## src/rtl/uart_cmd_parser.sv

```systemverilog
// rtl/uart_cmd_parser.sv - scans a captured "KEY=[-]DIGITS" payload one byte per clock into a signed command.
// Optional hex ("0x" prefix) support is enabled by defining CMD_HEX_EN.
module uart_cmd_parser #(
    parameter int VAL_W      = 32,
    parameter int MAX_DIGITS = 10
) (
    input  logic             sys_clk,
    input  logic             sys_rst,
    input  logic [1023:0]    rx_string,
    input  logic [7:0]       rx_length,
    input  logic             rx_done,
    output logic             busy,
    output logic             cmd_vld,
    output logic [7:0]       cmd_key,
    output logic [VAL_W-1:0] cmd_value,
    output logic             cmd_err,
    output logic [2:0]       err_code,
    output logic             cmd_drop
);
    localparam int ACC_W = VAL_W + 4;
    localparam int CNT_W = $clog2(MAX_DIGITS + 2);
    localparam logic [ACC_W-1:0] POS_MAX = {{5{1'b0}}, {(VAL_W-1){1'b1}}};
    localparam logic [ACC_W-1:0] NEG_MAX = POS_MAX + 1'b1;

    localparam logic [2:0] E_LEN   = 3'd1;
    localparam logic [2:0] E_KEY   = 3'd2;
    localparam logic [2:0] E_EQ    = 3'd3;
    localparam logic [2:0] E_DIGIT = 3'd4;
    localparam logic [2:0] E_OVF   = 3'd5;

    typedef enum logic [2:0] {
        S_IDLE, S_KEY, S_EQ, S_SIGN, S_DIGIT, S_DONE, S_ERR
    } state_t;

    state_t             state_q, state_d;
    logic [1023:0]      buf_q;
    logic [7:0]         len_q;
    logic [7:0]         idx_q, idx_d;
    logic [ACC_W-1:0]   acc_q, acc_d;
    logic               neg_q, neg_d;
    logic               hex_q, hex_d;
    logic [CNT_W-1:0]   cnt_q, cnt_d;
    logic [7:0]         key_q, key_d;
    logic [2:0]         code_q, code_d;

    logic [7:0]         cur_byte;
    logic               is_last;
    logic               is_digit;
    logic [3:0]         nib;
    logic               x_prefix;
    logic               load;
    logic [ACC_W-1:0]   acc_dec, acc_hex, acc_step, acc_lim;

    assign cur_byte = buf_q[{idx_q[6:0], 3'b000} +: 8];
    assign is_last  = (idx_q == len_q - 8'd1);
    // The strobe cycle still counts as busy, so a new frame is only taken the cycle after it.
    assign busy     = (state_q != S_IDLE) || cmd_vld || cmd_err;
    assign load     = (state_q == S_IDLE) && rx_done && !cmd_vld && !cmd_err;

    always_comb begin
        is_digit = 1'b0;
        nib      = 4'd0;
        if (cur_byte >= 8'h30 && cur_byte <= 8'h39) begin
            is_digit = 1'b1;
            nib      = cur_byte[3:0];
        end
`ifdef CMD_HEX_EN
        else if (hex_q && ((cur_byte >= 8'h61 && cur_byte <= 8'h66) ||
                           (cur_byte >= 8'h41 && cur_byte <= 8'h46))) begin
            is_digit = 1'b1;
            nib      = cur_byte[3:0] + 4'd9;
        end
`endif
    end

`ifdef CMD_HEX_EN
    // A single leading '0' followed by 'x'/'X' switches to hex and restarts the digit count.
    assign x_prefix = !hex_q && (cnt_q == CNT_W'(1)) && (acc_q == '0) &&
                      (cur_byte == 8'h78 || cur_byte == 8'h58);
`else
    assign x_prefix = 1'b0;
`endif

    assign acc_dec  = (acc_q << 3) + (acc_q << 1) + ACC_W'(nib);
    assign acc_hex  = (acc_q << 4) + ACC_W'(nib);
    assign acc_step = hex_q ? acc_hex : acc_dec;
    assign acc_lim  = neg_q ? NEG_MAX : POS_MAX;

    always_comb begin
        state_d = state_q;
        idx_d   = idx_q;
        acc_d   = acc_q;
        neg_d   = neg_q;
        hex_d   = hex_q;
        cnt_d   = cnt_q;
        key_d   = key_q;
        code_d  = code_q;
        case (state_q)
            S_IDLE: begin
                if (load) begin
                    state_d = S_KEY;
                    idx_d   = 8'd0;
                    acc_d   = '0;
                    neg_d   = 1'b0;
                    hex_d   = 1'b0;
                    cnt_d   = '0;
                end
            end
            S_KEY: begin
                if (len_q < 8'd3) begin
                    state_d = S_ERR;
                    code_d  = E_LEN;
                end else if (cur_byte >= 8'h41 && cur_byte <= 8'h5A) begin
                    key_d   = cur_byte;
                    idx_d   = idx_q + 8'd1;
                    state_d = S_EQ;
                end else begin
                    state_d = S_ERR;
                    code_d  = E_KEY;
                end
            end
            S_EQ: begin
                if (cur_byte == 8'h3D) begin
                    idx_d   = idx_q + 8'd1;
                    state_d = S_SIGN;
                end else begin
                    state_d = S_ERR;
                    code_d  = E_EQ;
                end
            end
            S_SIGN, S_DIGIT: begin
                if (state_q == S_SIGN && cur_byte == 8'h2D) begin
                    if (is_last) begin
                        state_d = S_ERR;
                        code_d  = E_DIGIT;
                    end else begin
                        neg_d   = 1'b1;
                        idx_d   = idx_q + 8'd1;
                        state_d = S_DIGIT;
                    end
                end else if (x_prefix) begin
                    if (is_last) begin
                        state_d = S_ERR;
                        code_d  = E_DIGIT;
                    end else begin
                        hex_d   = 1'b1;
                        cnt_d   = '0;
                        idx_d   = idx_q + 8'd1;
                        state_d = S_DIGIT;
                    end
                end else if (!is_digit) begin
                    state_d = S_ERR;
                    code_d  = E_DIGIT;
                end else if (acc_step > acc_lim || cnt_q == CNT_W'(MAX_DIGITS)) begin
                    state_d = S_ERR;
                    code_d  = E_OVF;
                end else begin
                    acc_d   = acc_step;
                    cnt_d   = cnt_q + 1'b1;
                    idx_d   = idx_q + 8'd1;
                    state_d = is_last ? S_DONE : S_DIGIT;
                end
            end
            S_DONE:  state_d = S_IDLE;
            S_ERR:   state_d = S_IDLE;
            default: state_d = S_IDLE;
        endcase
    end

    always_ff @(posedge sys_clk) begin
        if (sys_rst) begin
            state_q   <= S_IDLE;
            buf_q     <= '0;
            len_q     <= '0;
            idx_q     <= '0;
            acc_q     <= '0;
            neg_q     <= 1'b0;
            hex_q     <= 1'b0;
            cnt_q     <= '0;
            key_q     <= '0;
            code_q    <= '0;
            cmd_vld   <= 1'b0;
            cmd_key   <= '0;
            cmd_value <= '0;
            cmd_err   <= 1'b0;
            err_code  <= '0;
            cmd_drop  <= 1'b0;
        end else begin
            state_q  <= state_d;
            idx_q    <= idx_d;
            acc_q    <= acc_d;
            neg_q    <= neg_d;
            hex_q    <= hex_d;
            cnt_q    <= cnt_d;
            key_q    <= key_d;
            code_q   <= code_d;
            if (load) begin
                buf_q <= rx_string;
                len_q <= rx_length;
            end
            cmd_vld  <= (state_q == S_DONE);
            cmd_err  <= (state_q == S_ERR);
            cmd_drop <= rx_done && busy;
            if (state_q == S_DONE) begin
                cmd_key   <= key_q;
                cmd_value <= neg_q ? (~acc_q[VAL_W-1:0] + VAL_W'(1)) : acc_q[VAL_W-1:0];
            end
            if (state_q == S_ERR) begin
                err_code <= code_q;
            end
        end
    end
endmodule
```

## config.mk

```make
export PLATFORM = sky130hd
export DESIGN_NAME = uart_cmd_parser
export DESIGN_NICKNAME = d
export VERILOG_FILES = /design/src/rtl/uart_cmd_parser.sv
export SDC_FILE = /design/constraint.sdc
export NUM_CORES = 2
export LEC_CHECK = 0
export ABC_AREA = 1
export ABC_CLOCK_PERIOD_IN_PS = 7300
export CELL_PAD_IN_SITES_DETAIL_PLACEMENT = 1
export CELL_PAD_IN_SITES_GLOBAL_PLACEMENT = 1
export CORE_ASPECT_RATIO = 0.5
export CORE_UTILIZATION = 38
export CTS_BUF_LIST = sky130_fd_sc_hd__clkbuf_2 sky130_fd_sc_hd__clkbuf_4 sky130_fd_sc_hd__clkbuf_8
export CTS_CLUSTER_DIAMETER = 100
export DETAILED_ROUTE_END_ITERATION = 6
export GPL_ROUTABILITY_DRIVEN = 0
export PLACE_DENSITY = 0.89
export SLEW_MARGIN = 5
export SYNTH_ARGS = -nofsm -noshare
export SYNTH_HDL_FRONTEND = slang
export SYNTH_SLANG_ARGS = --single-unit
export TNS_END_PERCENT = 5
```

## constraint.sdc

```tcl
create_clock -name sys_clk -period 7.3 [get_ports sys_clk]
set_input_delay 1.46 -clock sys_clk [delete_from_list [all_inputs] [get_ports sys_clk]]
set_output_delay 1.46 -clock sys_clk [all_outputs]
set_load 0.1 [all_outputs]
```

### After elaboration in Yosys (flattened, before gate mapping)

Index checks and enable logic that the tools add are counted.

| word-level totals | value |
|---|---|
| register bits after elaboration | 1140 |
| input bits | 1035 |

| cells by class | value |
|---|---|
| add/sub/neg operators | 6 |
| order comparisons | 6 |
| eq/ne operators | 26 |
| shifts and indexed selects | 1 |
| multiplexer cells | 45 |
| bitwise gates (word level) | 2 |
| reduce and logical (&&, ||, !) cells | 23 |

Operator list:

| cell | count |
|---|---|
| variable part select 1024 x 11 -> 8 bit | 1 |
| 2-to-1 mux 35 bit | 4 |
| one-hot mux 35 bit (2 select lines) | 1 |
| 2-to-1 mux 32 bit | 2 |
| 2-to-1 mux 8 bit | 8 |
| adder 36 bit | 1 |
| adder 36 x 4 -> 36 bit | 1 |
| greater-than comparator 36 x 32 -> 1 bit | 1 |
| 2-to-1 mux 3 bit | 12 |
| adder 32 x 1 -> 32 bit, second input constant | 1 |
| NOT 32 bit | 1 |
| one-hot mux 8 bit (4 select lines) | 1 |
| 2-to-1 mux 4 bit | 5 |
| != test 2 bit, second input constant | 10 |
| equality test 8 x 6 -> 1 bit, second input constant | 2 |
| != test 3 bit, second input constant | 5 |
| one-hot mux 3 bit (4 select lines) | 1 |
| AND reduction 5 bit | 2 |
| equality test 3 bit, second input constant | 3 |
| one-hot mux 3 bit (3 select lines) | 1 |
| adder 8 x 1 -> 8 bit, second input constant | 1 |
| equality test 8 bit | 1 |
| greater-or-equal comparator 8 x 6 -> 1 bit, second input constant | 1 |
| greater-or-equal comparator 8 x 7 -> 1 bit, second input constant | 1 |
| other kinds (25) | 42 |

### Longest topological paths before layout

| depth | value |
|---|---|
| depth after elaboration | 11 |
| depth in mapped cells | 53 |
| gate-level depth less buffers | 49 |

### Worst setup path after synthesis

OpenSTA, ideal clock, no wires.

| timing path | value |
|---|---|
| kind | register to register |
| start point | register idx_q[0] |
| end point | register acc_q[18] |
| setup time | 132 ps |
| arrival | 5347 ps |
| required time | 7168 ps |
| setup slack | 1821 ps |
| cell stages (with the launch flop) | 48 |
| cell sequence | dfxtp_1 -> buf_6 -> buf_8 -> buf_6 -> buf_4 -> nor2_1 -> nor2_1 -> nand2_1 -> nand3_1 -> nand3_1 -> nand2_1 -> a21oi_1 -> nand3_1 -> nand2_1 -> nand2_2 -> nor2_2 -> nand2_1 -> nor2_1 -> [12 not listed] -> nand2_1 -> inv_1 -> nand3_1 -> nand3_1 -> nand2_1 -> nand2_1 -> nand2_1 -> nand2_1 -> nand2_1 -> nand3_1 -> nor2_1 -> nand3_2 -> nand2_1 -> nand2_2 -> buf_6 -> buf_4 -> nand2_1 -> a21oi_1 |

| between the ends | value |
|---|---|
| word-level cells in the longest chain between the ends | 9 |

RTL lines:

| element | RTL line | text |
|---|---|---|
| start, declared | 38 | `logic [7:0] idx_q, idx_d;` |
| start signal, assigned | 190 | `idx_q <= idx_d;` |
| variable part select 1024 x 11 -> 8 bit (*) | 54 | `assign cur_byte = buf_q[{idx_q[6:0], 3'b000} +: 8];` |
| greater-or-equal comparator 8 x 6 -> 1 bit or less-or-equal comparator 8 x 6 -> 1 bit (tied branches) | 63 | `if (cur_byte >= 8'h30 && cur_byte <= 8'h39) begin` |
| logical AND 1 bit | 63 |  |
| 2-to-1 mux 4 bit | 63 |  |
| adder 36 x 4 -> 36 bit | 84 | `assign acc_dec = (acc_q << 3) + (acc_q << 1) + ACC_W'(nib);` |
| greater-than comparator 36 x 32 -> 1 bit or 2-to-1 mux 35 bit (tied branches) | 154 | `end else if (acc_step > acc_lim \|\| cnt_q == CNT_W'(MAX_DIGITS)) begin` |
| logical OR 1 bit or 2-to-1 mux 35 bit (tied branches) | 154, 151 |  |
| != test 2 bit (no line) or 2-to-1 mux 35 bit (tied branches) | n/a |  |
| AND reduction 5 bit (no line) or one-hot mux 35 bit (2 select lines) (tied branches) | n/a |  |
| end signal, assigned | 176 | `acc_q <= '0;` |
| end signal, assigned | 191 | `acc_q <= acc_d;` |
| end, declared | 39 | `logic [ACC_W-1:0] acc_q, acc_d;` |

Every way passes the cells marked *; elsewhere a longest branch is shown, timed or not. The select of a mux whose other input is x is not followed.
A chain may end at the register's enable or synchronous reset.

### Worst setup path after layout

| timing path | value |
|---|---|
| start point | register idx_q[0] |
| end point | register acc_q[10] |

Same word-level chain as after synthesis.

==> results.sh <==
export IMPL_setup_tns_ns=0
export IMPL_insertion_delay_ns=0.89
export IMPL_area_delta_synth_final_pct=31.2
export IMPL_cp_required_ns=8.09
export IMPL_rows=97
export IMPL_dp_final_hpwl_microns=188000
export IMPL_firstDrtPassIters=6
export IMPL_io_pins=1082
export IMPL_drt_vias_per_instance=5.52
export IMPL_path_clk_slew_ns=0.07
export IMPL_grt_pass1_vias=61446
export IMPL_synth_area_sq_mm=0.0544
export IMPL_track_usage_pct=34.3
export IMPL_status="completed"
export IMPL_grt_overflow=0
export IMPL_syn_avg_cell_area_sq_um=6.69
export IMPL_maxSlewViolCount=0
export IMPL_core_area_sq_mm=0.141
export IMPL_synth_cell_types=48
export IMPL_synth_seq_cells=1140
export IMPL_synth_commonest_cells="nor2_1, o21ai_0, dfxtp_1"
export IMPL_yosysMostFrequentCell="nor2_1"
export IMPL_crit_slowest_cell="fa_2"
export IMPL_fmax_mhz=141
export IMPL_synth_ff_type="dfxtp_1"
export IMPL_syn_nets=9271
export IMPL_async_flop_share_pct=0
export IMPL_critPathMaxStageDelay_ns=0.47
export IMPL_cts_root_buf="clkbuf_8"
export IMPL_ys_warn_count=0
export IMPL_ys_top_cells_by_area="dfxtp_1, nor2_1, o21ai_0, nand2_1, a21oi_1"
export IMPL_start_kind="flip-flop"
export IMPL_worst_path_max_fanout=28
export IMPL_cts_made_buffers=175
export IMPL_end_kind="flip-flop"
export IMPL_fin_area_sq_mm=0.0713
export IMPL_cts_sinks=1140
export IMPL_synthCells=8130
export IMPL_die_height_microns=269
export IMPL_io_buffers=1081
export IMPL_fin_skew_ns=0.0625
export IMPL_nets=10125
export IMPL_grt_max_degree=229
export IMPL_drt_iter0_markers=5103
export IMPL_drc_errors=0
export IMPL_path_class="reg2reg"
export IMPL_critPathBufInv=7
export IMPL_yosysSeqAreaShare_pct=42.0
export IMPL_htreeDepth=4
export IMPL_drt_wl_total_microns=262000
export IMPL_setup_viol=0
export IMPL_post_drt_wl_per_cell_microns=23.8
export IMPL_period_minus_slack_ns=7.10
export IMPL_arrival_ns=7.89
export IMPL_grt_antenna_before_repair=47
export IMPL_drive_gt1_share_pct=6.42
export IMPL_max_slew_worst_pin_slew_ns=1.32
export IMPL_grt_pass1_wl_microns=376000
export IMPL_crit_top_cell="nand3_1"
export IMPL_dpl_cell_area_sq_mm=0.0666
export IMPL_hp_class="reg2reg"
export IMPL_cts_tree="built"
export IMPL_finalHoldViolCount=0
export IMPL_fin_crit_sh_pct=97.3
export IMPL_vias=60861
export IMPL_clockBufferDepth=4
export IMPL_synth_top_cell_area_share_pct=42.0
export IMPL_die_w_microns=537
export IMPL_p_leak_nw=29.4
export IMPL_synth_edff_count=0
export IMPL_ir_worst_vdd_mv=0.369
export IMPL_slew_limit_headroom_pct=12.3
export IMPL_drv_cap=0
export IMPL_p_per_area_mw_per_mm2=392
export IMPL_detail_route_antenna_nets=0
export IMPL_initial_core_util_pct=38.5
export IMPL_cp_top_family="simple AND/OR/NAND/NOR gates"
export IMPL_yosys_area_top_type="dfxtp_1"
export IMPL_dieArea_sq_mm=0.145
-- final timing paths --
check / from / endpoint / slack [ns] / cells past startpoint
worst min-delay path: buf_q[382] / buf_q[382] / 0.46 / 2
worst max-delay path: idx_q[0] / acc_q[10] / 0.20 / 42
worst max register to register: idx_q[0] / acc_q[10] / 0.20 / 42
worst min register to register: buf_q[382] / buf_q[382] / 0.46 / 2
-- cell families (layout without fill, tap and decap cells) --
kind of cell | count (synthesis) | in the layout | synth area share [%]
XOR/XNOR | 69 | 69 | 1.11
other | 0 | 43 | 0
adder cells (fa/ha/maj) | 106 | 106 | 2.47
AO/OA/AOI/OAI | 1966 | 1966 | 18.5
buffers and inverters | 1059 | 2035 | 8.26
flip-flops | 1140 | 1140 | 42.0
AND/OR/NAND/NOR | 3790 | 3791 | 27.6
-- flip-flops by register name, indices dropped and copies added (netlist names), 3 cells and up --
signal,cells
code_q,3
acc_q,35
len_q,8
buf_q,1024
state_q,3
cmd_value,32
cnt_q,4
cmd_key,8
key_q,8
err_code,3
idx_q,8
-- what timing repair did --
action	4_1_cts	5_1_grt
hold endpoints to repair	0	0
pin swaps	0	16
setup endpoints to repair	52	52
setup buffers	3	12
hold buffers	0	0
gates cloned	4	11
gates resized for setup	18	77
-- final cells by class --
cell class | instances | area [sq um]
clock buffer | 253 | 3290
multi-input combinational | 5932 | 27400
inverter | 467 | 1820
timing repair buffer | 1265 | 13100
timing repair inverter | 3 | 31.3
clock inverter | 47 | 440
antenna | 43 | 108
fill | 18124 | 69700
tap | 1881 | 2350
sequential | 1140 | 22800
-- cells in the final DEF, fill, tap and decap left out, types with 45 or more instances in the layout --
cell type / count
a21oi_1: 504
inv_1: 451
clkbuf_8: 222
o21ai_0: 1332
nand3_1: 474
dfxtp_1: 1136
o211ai_1: 56
buf_4: 116
nand2_1: 1038
buf_12: 45
ha_1: 104
clkdlybuf4s50_1: 1080
nor2_1: 2153
-- layer usage --
metal / global-route usage (%) / vias to the layer above / part of all wire, %
met2: 55.1 / 2478 / 46
met5: 0 / - / 0.0042
met3: 5.81 / 871 / 6.5
li1: - / 28043 / -
met4: 27.1 / 2 / 8.4
met1: 40.7 / 29467 / 39
-- through the flow --
stage / power, mW / hold WS [ns] / setup WS, ns / instances / util, %
global placement: 20.6 / 0.431 / 0.0642 / 10658 / 47.3
global route: 29.5 / 0.470 / -0.0918 / 11029 / 50.6
finish: 27.9 / 0.457 / 0.195 / 11031 / 50.6
detailed placement: 21.1 / 0.447 / -0.374 / 10658 / 47.3
floorplan: 16.6 / 0.419 / 1.82 / 8130 / -
CTS: 27.3 / 0.458 / 0.00907 / 10965 / 50.1
-- tightest hold or removal path, stage by stage (launching register included) --
cell,delay (ns)
dfxtp_1,0.29
inv_1,0.06
a21oi_1,0.06
-- power by group --
group | internal, mW | switching [mW]
registers | 8.13 | 1.05
clock network | 3.15 | 2.81
logic | 4.13 | 8.68
total | 15.4 | 12.5
(Power assumes the default switching activity.)
